### src/rtl/mesm6_pic_pkg.sv
// rtl/mesm6_pic_pkg.sv - shared constants and types for the mesm6 interrupt controller and entry sequencer
package mesm6_pic_pkg;

    localparam int NUM_SRC = 48;

    // Register map of the interrupt controller (only 3 address bits decode)
    localparam logic [2:0] ADDR_IFS    = 3'o7;
    localparam logic [2:0] ADDR_IFSSET = 3'o6;
    localparam logic [2:0] ADDR_IFSCLR = 3'o5;
    localparam logic [2:0] ADDR_IEC    = 3'o4;
    localparam logic [2:0] ADDR_IECSET = 3'o3;
    localparam logic [2:0] ADDR_IECCLR = 3'o2;
    localparam logic [2:0] ADDR_OFF    = 3'o0;

    typedef enum logic [3:0] {
        IDLE,
        RD_IFS,
        GAP_A,
        RD_IEC,
        GAP_B,
        PICK,
        CLR,
        GAP_C,
        REQ
    } seq_state_e;

    // Source number 1..48 back to its flag bit (number 1 is bit 47); 0 gives no bit
    function automatic logic [NUM_SRC-1:0] src_onehot(input logic [5:0] num);
        logic [NUM_SRC-1:0] oh;
        oh = '0;
        if (num != 6'd0 && num <= 6'(NUM_SRC)) begin
            oh = {{(NUM_SRC-1){1'b0}}, 1'b1} << (6'(NUM_SRC) - num);
        end
        return oh;
    endfunction

endpackage

### src/rtl/mesm6_prio48.sv
// rtl/mesm6_prio48.sv - 48-bit priority encoder, bit 47 highest, result 1..48 or 0 when empty
module mesm6_prio48
    import mesm6_pic_pkg::*;
(
    input  logic [NUM_SRC-1:0] vec,
    output logic [5:0]         num
);

    // Scan upward so the highest set bit is the last (winning) assignment
    always_comb begin
        num = '0;
        for (int i = 0; i < NUM_SRC; i++) begin
            if (vec[i]) begin
                num = 6'(NUM_SRC - i);
            end
        end
    end

endmodule

### src/rtl/mesm6_irq_seq.sv
// rtl/mesm6_irq_seq.sv - interrupt entry sequencer: read IFS/IEC, pick, clear flag, hand vector to CPU
module mesm6_irq_seq
    import mesm6_pic_pkg::*;
#(
    parameter logic [14:0] VEC_BASE   = 15'o100,
    parameter int          VEC_STRIDE = 2,
    parameter int          TIMEOUT    = 15
) (
    input  logic        clk,
    input  logic        reset,
    input  logic        interrupt,
    input  logic        irq_enable,
    output logic [14:0] pic_addr,
    output logic        pic_read,
    output logic        pic_write,
    output logic [47:0] pic_wdata,
    input  logic [47:0] pic_rdata,
    input  logic        pic_done,
    output logic        irq_req,
    output logic [5:0]  irq_num,
    output logic [14:0] irq_vector,
    input  logic        irq_ack,
    output logic        bus_err
);

    localparam int CNT_W = $clog2(TIMEOUT + 1);

    seq_state_e         state_q, state_d;
    logic [47:0]        ifs_q, ifs_d;
    logic [47:0]        iec_q, iec_d;
    logic [5:0]         irq_num_q, irq_num_d;
    logic [14:0]        irq_vector_q, irq_vector_d;
    logic [CNT_W-1:0]   cnt_q, cnt_d;
    logic               bus_err_q, bus_err_d;
    logic [5:0]         pick_num;
    logic               timeout_hit;

    function automatic logic [14:0] vec_of(input logic [5:0] num);
        return 15'(int'(VEC_BASE) + (int'(num) - 1) * VEC_STRIDE);
    endfunction

    mesm6_prio48 u_prio (
        .vec (ifs_q & iec_q),
        .num (pick_num)
    );

    // Wait counter has seen TIMEOUT cycles in the current bus state by the next edge
    assign timeout_hit = (cnt_q == CNT_W'(TIMEOUT - 1));

    // State, captured registers and timeout counter
    always_ff @(posedge clk or posedge reset) begin
        if (reset) begin
            state_q      <= IDLE;
            ifs_q        <= '0;
            iec_q        <= '0;
            irq_num_q    <= '0;
            irq_vector_q <= '0;
            cnt_q        <= '0;
            bus_err_q    <= 1'b0;
        end else begin
            state_q      <= state_d;
            ifs_q        <= ifs_d;
            iec_q        <= iec_d;
            irq_num_q    <= irq_num_d;
            irq_vector_q <= irq_vector_d;
            cnt_q        <= cnt_d;
            bus_err_q    <= bus_err_d;
        end
    end

    // Next state; counter clears whenever a bus state is left so each entry starts at zero
    always_comb begin
        state_d      = state_q;
        ifs_d        = ifs_q;
        iec_d        = iec_q;
        irq_num_d    = irq_num_q;
        irq_vector_d = irq_vector_q;
        cnt_d        = '0;
        bus_err_d    = 1'b0;
        case (state_q)
            IDLE: begin
                if (interrupt && irq_enable) begin
                    state_d = RD_IFS;
                end
            end
            RD_IFS: begin
                if (pic_done) begin
                    ifs_d   = pic_rdata;
                    state_d = GAP_A;
                end else if (timeout_hit) begin
                    bus_err_d = 1'b1;
                    state_d   = IDLE;
                end else begin
                    cnt_d = cnt_q + 1'b1;
                end
            end
            GAP_A: state_d = RD_IEC;
            RD_IEC: begin
                if (pic_done) begin
                    iec_d   = pic_rdata;
                    state_d = GAP_B;
                end else if (timeout_hit) begin
                    bus_err_d = 1'b1;
                    state_d   = IDLE;
                end else begin
                    cnt_d = cnt_q + 1'b1;
                end
            end
            GAP_B: state_d = PICK;
            PICK: begin
                if (pick_num == 6'd0) begin
                    state_d = IDLE;
                end else begin
                    irq_num_d    = pick_num;
                    irq_vector_d = vec_of(pick_num);
                    state_d      = CLR;
                end
            end
            CLR: begin
                if (pic_done) begin
                    state_d = GAP_C;
                end else if (timeout_hit) begin
                    bus_err_d = 1'b1;
                    state_d   = IDLE;
                end else begin
                    cnt_d = cnt_q + 1'b1;
                end
            end
            GAP_C: state_d = REQ;
            REQ: begin
                if (irq_ack) begin
                    state_d = IDLE;
                end
            end
            default: state_d = IDLE;
        endcase
    end

    // Bus and CPU outputs decoded purely from registered state and latched values
    always_comb begin
        pic_addr  = '0;
        pic_read  = 1'b0;
        pic_write = 1'b0;
        pic_wdata = '0;
        case (state_q)
            RD_IFS: begin
                pic_read = 1'b1;
                pic_addr = {12'd0, ADDR_IFS};
            end
            RD_IEC: begin
                pic_read = 1'b1;
                pic_addr = {12'd0, ADDR_IEC};
            end
            CLR: begin
                pic_write = 1'b1;
                pic_addr  = {12'd0, ADDR_IFSCLR};
                pic_wdata = src_onehot(irq_num_q);
            end
            default: ;
        endcase
    end

    assign irq_req    = (state_q == REQ);
    assign irq_num    = irq_num_q;
    assign irq_vector = irq_vector_q;
    assign bus_err    = bus_err_q;

endmodule

### config.mk
export PLATFORM = sky130hd
export DESIGN_NAME = mesm6_irq_seq
export DESIGN_NICKNAME = d
export VERILOG_FILES = /design/src/rtl/mesm6_pic_pkg.sv /design/src/rtl/mesm6_prio48.sv /design/src/rtl/mesm6_irq_seq.sv
export SDC_FILE = /design/constraint.sdc
export NUM_CORES = 1
export LEC_CHECK = 0
export CORE_UTILIZATION = 45
export DETAILED_ROUTE_END_ITERATION = 8
export HOLD_SLACK_MARGIN = 0.1
export PLACE_DENSITY = 0.73
export SLEW_MARGIN = 20
export SYNTH_ARGS = -nofsm -noshare
export SYNTH_HDL_FRONTEND = slang
export SYNTH_SLANG_ARGS = --single-unit
export TNS_END_PERCENT = 20
### constraint.sdc
create_clock -name clk -period 4 [get_ports clk]
set_clock_uncertainty 0.15 [all_clocks]
set_input_delay 0.4 -clock clk [delete_from_list [all_inputs] [get_ports clk]]
set_output_delay 0.4 -clock clk [all_outputs]
set_load 0.02 [all_outputs]
==> results of run 1 <==
-- state kept, by name, summed over array words and instances, names as in the netlist --
signal / cells
state_q: 4
cnt_q: 4
iec_q: 48
irq_num: 6
bus_err: 1
irq_vector: 8
ifs_q: 48
-- stage by stage --
stage | hold WS, ns | area [um^2]
after detailed placement | 0.335 | 7480
after floorplan | 0.303 | 6180
after global placement | 0.321 | 7480
after global routing | 0.364 | 8100
final | 0.349 | 8100
after CTS | 0.343 | 8090
-- layer usage --
layer | wire [um] | vias to the layer above
li1 | - | 2256
met4 | 252 | 0
met2 | 7410 | 157
met5 | 0 | -
met1 | 6340 | 2404
met3 | 678 | 26
-- worst max-delay path by stage --
| stage | cells past startpoint | slack [ns] | endpoint | from |
|---|---|---|---|---|
| 3_3_place_gp | 10 | 0.74 | irq_vector[5] | iec_q[9] |
| 3_5_place_dp | 10 | 0.68 | irq_vector[5] | iec_q[9] |
| 5_1_grt | 10 | 0.39 | irq_vector[1] | iec_q[9] |
| 4_1_cts | 10 | 0.64 | irq_vector[3] | iec_q[9] |
| 6_report | 10 | 0.60 | irq_vector[3] | iec_q[9] |
| 2_1_floorplan | 1 | 0.29 | bus_err | reset |
-- worst max-delay path: stages (launching register included) --
cell,delay (ns)
sky130_fd_sc_hd__dfrtp_1,0.39
sky130_fd_sc_hd__a22oi_1,0.34
sky130_fd_sc_hd__o2111a_1,0.25
sky130_fd_sc_hd__o21ai_0,0.10
sky130_fd_sc_hd__a2111oi_0,0.66
sky130_fd_sc_hd__o21a_1,0.26
sky130_fd_sc_hd__a21o_1,0.14
sky130_fd_sc_hd__ha_1,0.16
sky130_fd_sc_hd__and4_1,0.42
sky130_fd_sc_hd__nor2_8,0.10
sky130_fd_sc_hd__mux2_4,0.31
-- cell type report --
| cell class | instances | area [um^2] | share of cell area |
|---|---|---|---|
| sequential | 119 | 2980 | 0.368 |
| multi-input combinational | 401 | 2920 | 0.361 |
| timing repair buffer | 131 | 1320 | 0.163 |
| clock buffer | 23 | 468 | 0.0578 |
| tap | 176 | 220 | 0.0272 |
| clock inverter | 9 | 148 | 0.0182 |
| inverter | 11 | 46.3 | 0.00572 |
-- cell families (layout without fill, tap and decap cells) --
group           Yosys count  count (layout)  share of synthesized area
xor+xnor                  5               5                    0.00714
buf+inv                  53             174                     0.0467
flops                   119             119                      0.486
fa+ha+maj                 5               5                     0.0102
simple gates            169             169                      0.134
other cells               1              13                   0.000612
mux                     100             100                      0.186
compound gates          109             109                      0.129
-- Yosys cell counts, types with 4 or more instances --
cell,number,area share
sky130_fd_sc_hd__a21o_1,5,0.0061
sky130_fd_sc_hd__a21oi_1,11,0.0090
sky130_fd_sc_hd__a22o_1,12,0.017
sky130_fd_sc_hd__a22oi_1,15,0.018
sky130_fd_sc_hd__a31oi_1,5,0.0051
sky130_fd_sc_hd__a32o_1,9,0.015
sky130_fd_sc_hd__buf_1,6,0.0037
sky130_fd_sc_hd__buf_2,7,0.0057
sky130_fd_sc_hd__buf_4,19,0.023
sky130_fd_sc_hd__clkbuf_1,9,0.0055
sky130_fd_sc_hd__dfrtp_1,119,0.49
sky130_fd_sc_hd__ha_1,5,0.010
sky130_fd_sc_hd__inv_1,11,0.0067
sky130_fd_sc_hd__mux2_2,96,0.18
sky130_fd_sc_hd__mux2_4,4,0.0098
sky130_fd_sc_hd__nand2_1,48,0.029
sky130_fd_sc_hd__nand2b_1,4,0.0041
sky130_fd_sc_hd__nand3_1,17,0.014
sky130_fd_sc_hd__nand4_1,9,0.0092
sky130_fd_sc_hd__nor2_1,57,0.035
sky130_fd_sc_hd__nor3_1,11,0.0090
sky130_fd_sc_hd__o21ai_0,24,0.020
sky130_fd_sc_hd__or2_2,4,0.0041
-- report_power, final --
| group | switching, mW | internal [mW] | leakage (nW) |
|---|---|---|---|
| logic | 1.55 | 1.50 | 1.59 |
| registers | 0.552 | 1.80 | 1.44 |
| clock network | 0.518 | 1.07 | 0.301 |
==> results.txt, run 1 <==
----------------------------------------------------
[Timing]
  Final WS setup ... 0.597 ns
  Share of the cycle needed by the critical path after routing ... 0.851
  Upper clock frequency limit ... 294 MHz
  Hold Violations, Final ... 0
  Transition time at the pin with the least slew margin ... 0.758 ns
  Setup repair after global routing missed its margin ... false
  Max Slew Vio Count ... 0
  Relative max-transition margin ... 0.495
  Final setup viols ... 0
  Summed negative setup slack over all endpoints ... 0 ns
  Final period demand of the worst path ... 3.40 ns

[Final layout]
  Fraction of layout instances using a drive strength above 1 ... 0.215
  Layout Utilization ... 0.611
  Most frequent cells in the layout ... sky130_fd_sc_hd__clkdlybuf4s50_1, sky130_fd_sc_hd__dfrtp_1, sky130_fd_sc_hd__mux2_2, sky130_fd_sc_hd__nor2_1, sky130_fd_sc_hd__nand2_1
  Number of inserted diodes ... 0
  Final cell count without fillers ... 870
  Most common library cell in the layout ignoring fill and taps ... sky130_fd_sc_hd__clkdlybuf4s50_1
  Number of nets in the layout ... 740
  Fillers ... 1048
  Area Overhead vs Synth ... 32.0%

[GRT]
  Wire length of the first global-routing pass ... 24300 um
  GR met2 Demand/Resource ... 0.383
  Antenna violations before repair ... 0
  GRT met1 Usage ... 0.265
  Most used routing layer ... met2
  GR met3 Demand/Resource ... 0.0458
  Global-route usage over all layers ... 0.218
  Pin count of the biggest net entering global routing ... 84
  Vias in the first global route ... 4986
  Total gr overflow ... 0

[Clock tree]
  Total CTS buffers ... 17
  Count of clock tree sinks ... 119
  Cell at the root of the clock tree ... sky130_fd_sc_hd__clkbuf_16
  CTS tree ... built
  Hold-fix buffers, CTS ... 0
  Insertion delay of the later-clocked pin in the worst-skew pair ... 0.41 ns
  Number of H-tree levels ... 4
  Clk pin slew, worst setup/hold paths ... 0.05 ns
  Post-CTS Setup Repair Bufs ... 0
  Number of instances resized during post-cts repair ... 0
  CTS max path bufs ... 2

[Synthesis]
  Mean instance size in the synthesized netlist ... 10.9 um^2
  Yosys warning total ... 0
  Netlist area before placement ... 6130 um^2
  Syn Inst Count ... 561
  Number of distinct library cells after synthesis ... 60
  Most frequently used flop master after synthesis ... sky130_fd_sc_hd__dfrtp_1
  Asr flop ratio synth ... 1.00
  Post-synth EDFFs ... 0
  Flop and latch count out of synthesis ... 119
  Proportion of synthesized chip area in sequential cells ... 0.486

[Power and ir drop]
  Worst ir drop on vdd ... 0.476 mV
  Leakage power ... 3.33 nW
  Total power per unit cell area ... 864 nW/um^2
  Final Total Pwr ... 6.99 mW

[Routing]
  DR iter-0 viols ... 298
  Detailed Route WL ... 14700 um
  Routed wire length per instance ... 16.9 um
  Initial DRT Pass Iterations ... 4
  Count of nets left with antenna violations after detail routing ... 0
  Via-per-instance ratio ... 5.57
  # DRC ... 0
  Number of vias in the routed layout ... 4843

[Placement]
  Hpwl dp ... 10600 um
  Worst setup slack after placement ... 0.684 ns
  RePlAce Congestion ... 0.856
  Cell count after placement ... 838
  Number of port buffers ... 128

[Hold path]
  Worst min-delay path class ... reg -> reg
  Beginning of the worst hold path ... cnt_q[0]
  Hold path depth ... 1
  Capture endpoint of the worst hold path ... cnt_q[0]

[Setup path]
  Peak fanout along the critical path ... 9
  Startpoint of the worst register-to-register path ... iec_q[9]
  Endpoint arrival time on the critical path ... 3.54 ns
  RR Endpoint ... irq_vector[3]
  Category of the worst setup path launch point ... register
  Critical Path Sink Type ... register
  Register-to-Register Setup Slack ... 0.60 ns
  FF-to-FF path depth ... 10
  Type of the worst setup path ... reg -> reg
  Endpoint required time on the critical path ... 4.14 ns

[Die]
  Number of standard-cell rows in the floorplan ... 42
  Core ar. ... 13200 um^2
  Ports ... 142
  Area enclosed by the die boundary ... 14100 um^2
  Horizontal extent of the die ... 119 um
  Initial Utilization ... 0.463
  Floorplan die height ... 119 um

[Outcome]
  Outcome ... finished clean

[Run]
  Max-cap check violation count ... 0

----------------------------------------------------
(Power assumes the default switching activity.)
==> run 2: changes to the inputs <==
PLACE_DENSITY = 0.72   (was 0.73)
SLEW_MARGIN = unset   (was 20)
SYNTH_HIERARCHICAL = 1   (was unset)
==> results.txt, run 2 <==
----------------------------------------------------
[Outcome]
  Outcome ... finished clean (unchanged)

[Routing]
  Number of vias in the routed layout ... 4727 (was 4843)
  Routed wire length per instance ... 15.7 um (was 16.9 um)
  # DRC ... 0 (unchanged)
  Detailed Route WL ... 14200 um (was 14700 um)
  Initial DRT Pass Iterations ... 4 (unchanged)
  Via-per-instance ratio ... 5.23 (was 5.57)
  DR iter-0 viols ... 173 (was 298)
  Count of nets left with antenna violations after detail routing ... 0 (unchanged)

[Placement]
  Area of placed instances ... 7730 um^2 (was 7480 um^2)
  Worst setup slack after placement ... 0.269 ns (was 0.684 ns)
  Hpwl dp ... 10500 um (was 10600 um)
  RePlAce Congestion ... 0.847 (was 0.856)
  Cell count after placement ... 871 (was 838)
  Number of port buffers ... 128 (unchanged)

[Die]
  Area enclosed by the die boundary ... 14700 um^2 (was 14100 um^2)
  Core ar. ... 13900 um^2 (was 13200 um^2)
  Initial Utilization ... 0.461 (was 0.463)
  Ports ... 142 (unchanged)
  Floorplan die height ... 121 um (was 119 um)
  Horizontal extent of the die ... 121 um (was 119 um)
  Number of standard-cell rows in the floorplan ... 43 (was 42)

[Synthesis]
  Yosys warning total ... 6 (was 0)
  Netlist area before placement ... 6400 um^2 (was 6130 um^2)
  Number of distinct library cells after synthesis ... 64 (was 60)
  Syn Inst Count ... 586 (was 561)
  Most instantiated library cell after synthesis ... sky130_fd_sc_hd__dfrtp_1 (unchanged)
  Asr flop ratio synth ... 1.00 (unchanged)
  Yosys top cell area share ... 0.465 (was 0.486)
  Library cell with the largest summed area after synthesis ... sky130_fd_sc_hd__dfrtp_1 (unchanged)
  Proportion of synthesized chip area in sequential cells ... 0.465 (was 0.486)
  Mean instance size in the synthesized netlist ... 10.9 um^2 (about the same)
  Most area-consuming cells after synthesis ... sky130_fd_sc_hd__dfrtp_1, sky130_fd_sc_hd__mux2_2, sky130_fd_sc_hd__mux2_4 (was sky130_fd_sc_hd__dfrtp_1, sky130_fd_sc_hd__mux2_2, sky130_fd_sc_hd__nor2_1)
  Flop and latch count out of synthesis ... 119 (unchanged)
  Most used standard cells in the synthesized netlist ... sky130_fd_sc_hd__dfrtp_1, sky130_fd_sc_hd__nor2_1, sky130_fd_sc_hd__mux2_2 (was sky130_fd_sc_hd__dfrtp_1, sky130_fd_sc_hd__mux2_2, sky130_fd_sc_hd__nor2_1)
  Post-synth EDFFs ... 0 (unchanged)
  Most frequently used flop master after synthesis ... sky130_fd_sc_hd__dfrtp_1 (unchanged)

[GRT]
  Wire length of the first global-routing pass ... 23700 um (was 24300 um)
  Antenna violations before repair ... 0 (unchanged)
  Total gr overflow ... 0 (unchanged)
  Vias in the first global route ... 4782 (was 4986)
  Global-route usage over all layers ... 0.209 (was 0.218)
  Pin count of the biggest net entering global routing ... 66 (was 84)

[Power and ir drop]
  Leakage power ... 3.45 nW (was 3.33 nW)
  Worst ir drop on vdd ... 0.366 mV (was 0.476 mV)
  Final Total Pwr ... 6.82 mW (was 6.99 mW)
  Total power per unit cell area ... 818 nW/um^2 (was 864 nW/um^2)

[Clock tree]
  Count of clock tree sinks ... 119 (unchanged)
  Post-CTS Setup Repair Bufs ... 0 (unchanged)
  CTS tree ... built (unchanged)
  Number of instances resized during post-cts repair ... 0 (unchanged)
  Total CTS buffers ... 17 (unchanged)
  Cell at the root of the clock tree ... sky130_fd_sc_hd__clkbuf_16 (unchanged)
  CTS max path bufs ... 2 (unchanged)
  Hold-fix buffers, CTS ... 0 (unchanged)
  Number of H-tree levels ... 4 (unchanged)
  Insertion delay of the later-clocked pin in the worst-skew pair ... 0.41 ns (about the same)
  Clk pin slew, worst setup/hold paths ... 0.06 ns (was 0.05 ns)

[Timing]
  Transition time at the pin with the least slew margin ... 0.816 ns (was 0.758 ns)
  Upper clock frequency limit ... 265 MHz (was 294 MHz)
  Final setup viols ... 0 (unchanged)
  Final period demand of the worst path ... 3.77 ns (was 3.40 ns)
  Max Slew Vio Count ... 0 (unchanged)
  Relative max-transition margin ... 0.456 (was 0.495)
  Share of the cycle needed by the critical path after routing ... 0.942 (was 0.851)
  Hold Violations, Final ... 0 (unchanged)
  Tightest hold margin ... 0.339 ns (was 0.349 ns)
  Final WS setup ... 0.233 ns (was 0.597 ns)
  Summed negative setup slack over all endpoints ... 0 ns (unchanged)

[Setup path]
  Worst-path cell chain ... and2_1 > nand2b_1 > a2111oi_1 > o221ai_1 > a311oi_1 > a2bb2oi_1 > inv_1 > ha_1 > a2111oi_4 > buf_4 > mux2_1 (was a22oi_1 > o2111a_1 > o21ai_0 > a2111oi_0 > o21a_1 > a21o_1 > ha_1 > and4_1 > nor2_8 > mux2_4)
  RR Endpoint ... irq_num[5] (was irq_vector[3])
  Endpoint required time on the critical path ... 4.14 ns (about the same)
  Count of buffer and inverter cells on the critical path ... 2 (was 0)
  Type of the worst setup path ... reg -> reg (unchanged)
  FF-to-FF path depth ... 11 (was 10)
  Startpoint of the worst register-to-register path ... ifs_q[2] (was iec_q[9])
  Category of the worst setup path launch point ... register (unchanged)
  Max stage delay on crit path ... 0.45 ns (was 0.66 ns)
  Register-to-Register Setup Slack ... 0.23 ns (was 0.60 ns)
  Kind of cell adding the most delay to the critical path ... compound AO/OA/AOI/OAI gates (unchanged)
  Worst setup path start ... ifs_q[2] (was iec_q[9])
  Critical Path Sink Type ... register (unchanged)
  Peak fanout along the critical path ... 17 (was 9)
  Slowest CP cell ... sky130_fd_sc_hd__a2111oi_1 (was sky130_fd_sc_hd__a2111oi_0)
  Endpoint arrival time on the critical path ... 3.91 ns (was 3.54 ns)

[Final layout]
  Most frequent cells in the layout ... sky130_fd_sc_hd__clkdlybuf4s50_1, sky130_fd_sc_hd__dfrtp_1, sky130_fd_sc_hd__nor2_1, sky130_fd_sc_hd__mux2_2, sky130_fd_sc_hd__and2_1 (was sky130_fd_sc_hd__clkdlybuf4s50_1, sky130_fd_sc_hd__dfrtp_1, sky130_fd_sc_hd__mux2_2, sky130_fd_sc_hd__nor2_1, sky130_fd_sc_hd__nand2_1)
  Number of inserted diodes ... 0 (unchanged)
  Final design instance area without fill ... 8330 um^2 (was 8100 um^2)
  Most common library cell in the layout ignoring fill and taps ... sky130_fd_sc_hd__clkdlybuf4s50_1 (unchanged)
  Final cell count without fillers ... 903 (was 870)
  Number of nets in the layout ... 770 (was 740)
  Fraction of layout instances using a drive strength above 1 ... 0.212 (was 0.215)
  Area Overhead vs Synth ... 30.1% (was 32.0%)
  Layout Utilization ... 0.600 (was 0.611)

[Run]
  Max-cap check violation count ... 0 (unchanged)

[Hold path]
  Worst min-delay path class ... in -> async (was reg -> reg)

----------------------------------------------------
[run 2: cell count changes in the layout (fill, tap and decap cells not counted), moves of 7 or more]
cell and delta:
sky130_fd_sc_hd__a32o_1 -9, sky130_fd_sc_hd__nor2_1 +23, sky130_fd_sc_hd__mux2_1 +7, sky130_fd_sc_hd__nand2_1 -30, sky130_fd_sc_hd__inv_1 +8, sky130_fd_sc_hd__a22o_1 -12
sky130_fd_sc_hd__mux2_2 -20, sky130_fd_sc_hd__and2_1 +49, sky130_fd_sc_hd__a22oi_1 -15, sky130_fd_sc_hd__mux2_4 +17, sky130_fd_sc_hd__o21ai_0 -13
[run 2: worst register-to-register path, delay by kind of cell (launching register included)]
family / cells / cell delay [ns]
flops: 1 / 0.38
simple gates: 2 / 0.32
fa+ha+maj: 1 / 0.27
compound gates: 5 / 1.74
buf+inv: 2 / 0.43
mux: 1 / 0.35
[run 2: kinds of logic (layout without fill, tap and decap cells)]
| kind of cell | Yosys count | count (layout) | synth area share |
|---|---|---|---|
| mux | 106 | 106 | 0.198 |
| xor+xnor | 7 | 7 | 0.00958 |
| compound gates | 60 | 60 | 0.0665 |
| other cells | 1 | 13 | 0.000586 |
| buf+inv | 60 | 185 | 0.0549 |
| simple gates | 227 | 227 | 0.193 |
| fa+ha+maj | 6 | 6 | 0.0117 |
| flops | 119 | 119 | 0.465 |
[run 2: routing by layer]
metal  part of all wire  up-vias  GRT usage  wire (um)
li1                   -     2267          -          -
met4              0.016        0     0.0872        232
met3              0.046       18     0.0385        650
met1               0.44     2286      0.254       6200
met2               0.50      156      0.362       7130
met5                  0        -          0          0
[run 2: cell type report]
class	instances	area, um^2
Timing Repair Buffer	134	1330
Clock inverter	13	155
Inverter	19	73.8
Tap cell	180	225
Multi-Input combinational cell	419	3130
Sequential cell	119	2980
Fill cell	1146	5550
Clock buffer	19	443
[run 2: worst max-delay path by stage]
stage / end / slack [ns] / depth (start not counted)
finish: irq_num[5] / 0.23 / 11
global route: irq_vector[8] / -0.01 / 11
CTS: irq_num[5] / 0.18 / 11
detailed placement: irq_num[5] / 0.27 / 11
global placement: irq_vector[8] / 0.42 / 11
floorplan: bus_err / 0.29 / 1
[run 2: where the power goes]
group	internal, mW	switching, mW
sequential	1.79	0.382
combinational	1.55	1.57
clock	0.989	0.537
==> run 3: changes to the inputs <==
ABC_CLOCK_PERIOD_IN_PS = 4000   (was unset)
==> results of run 3 <==
Final layout, timing and power as in run 2 (identical DEF).
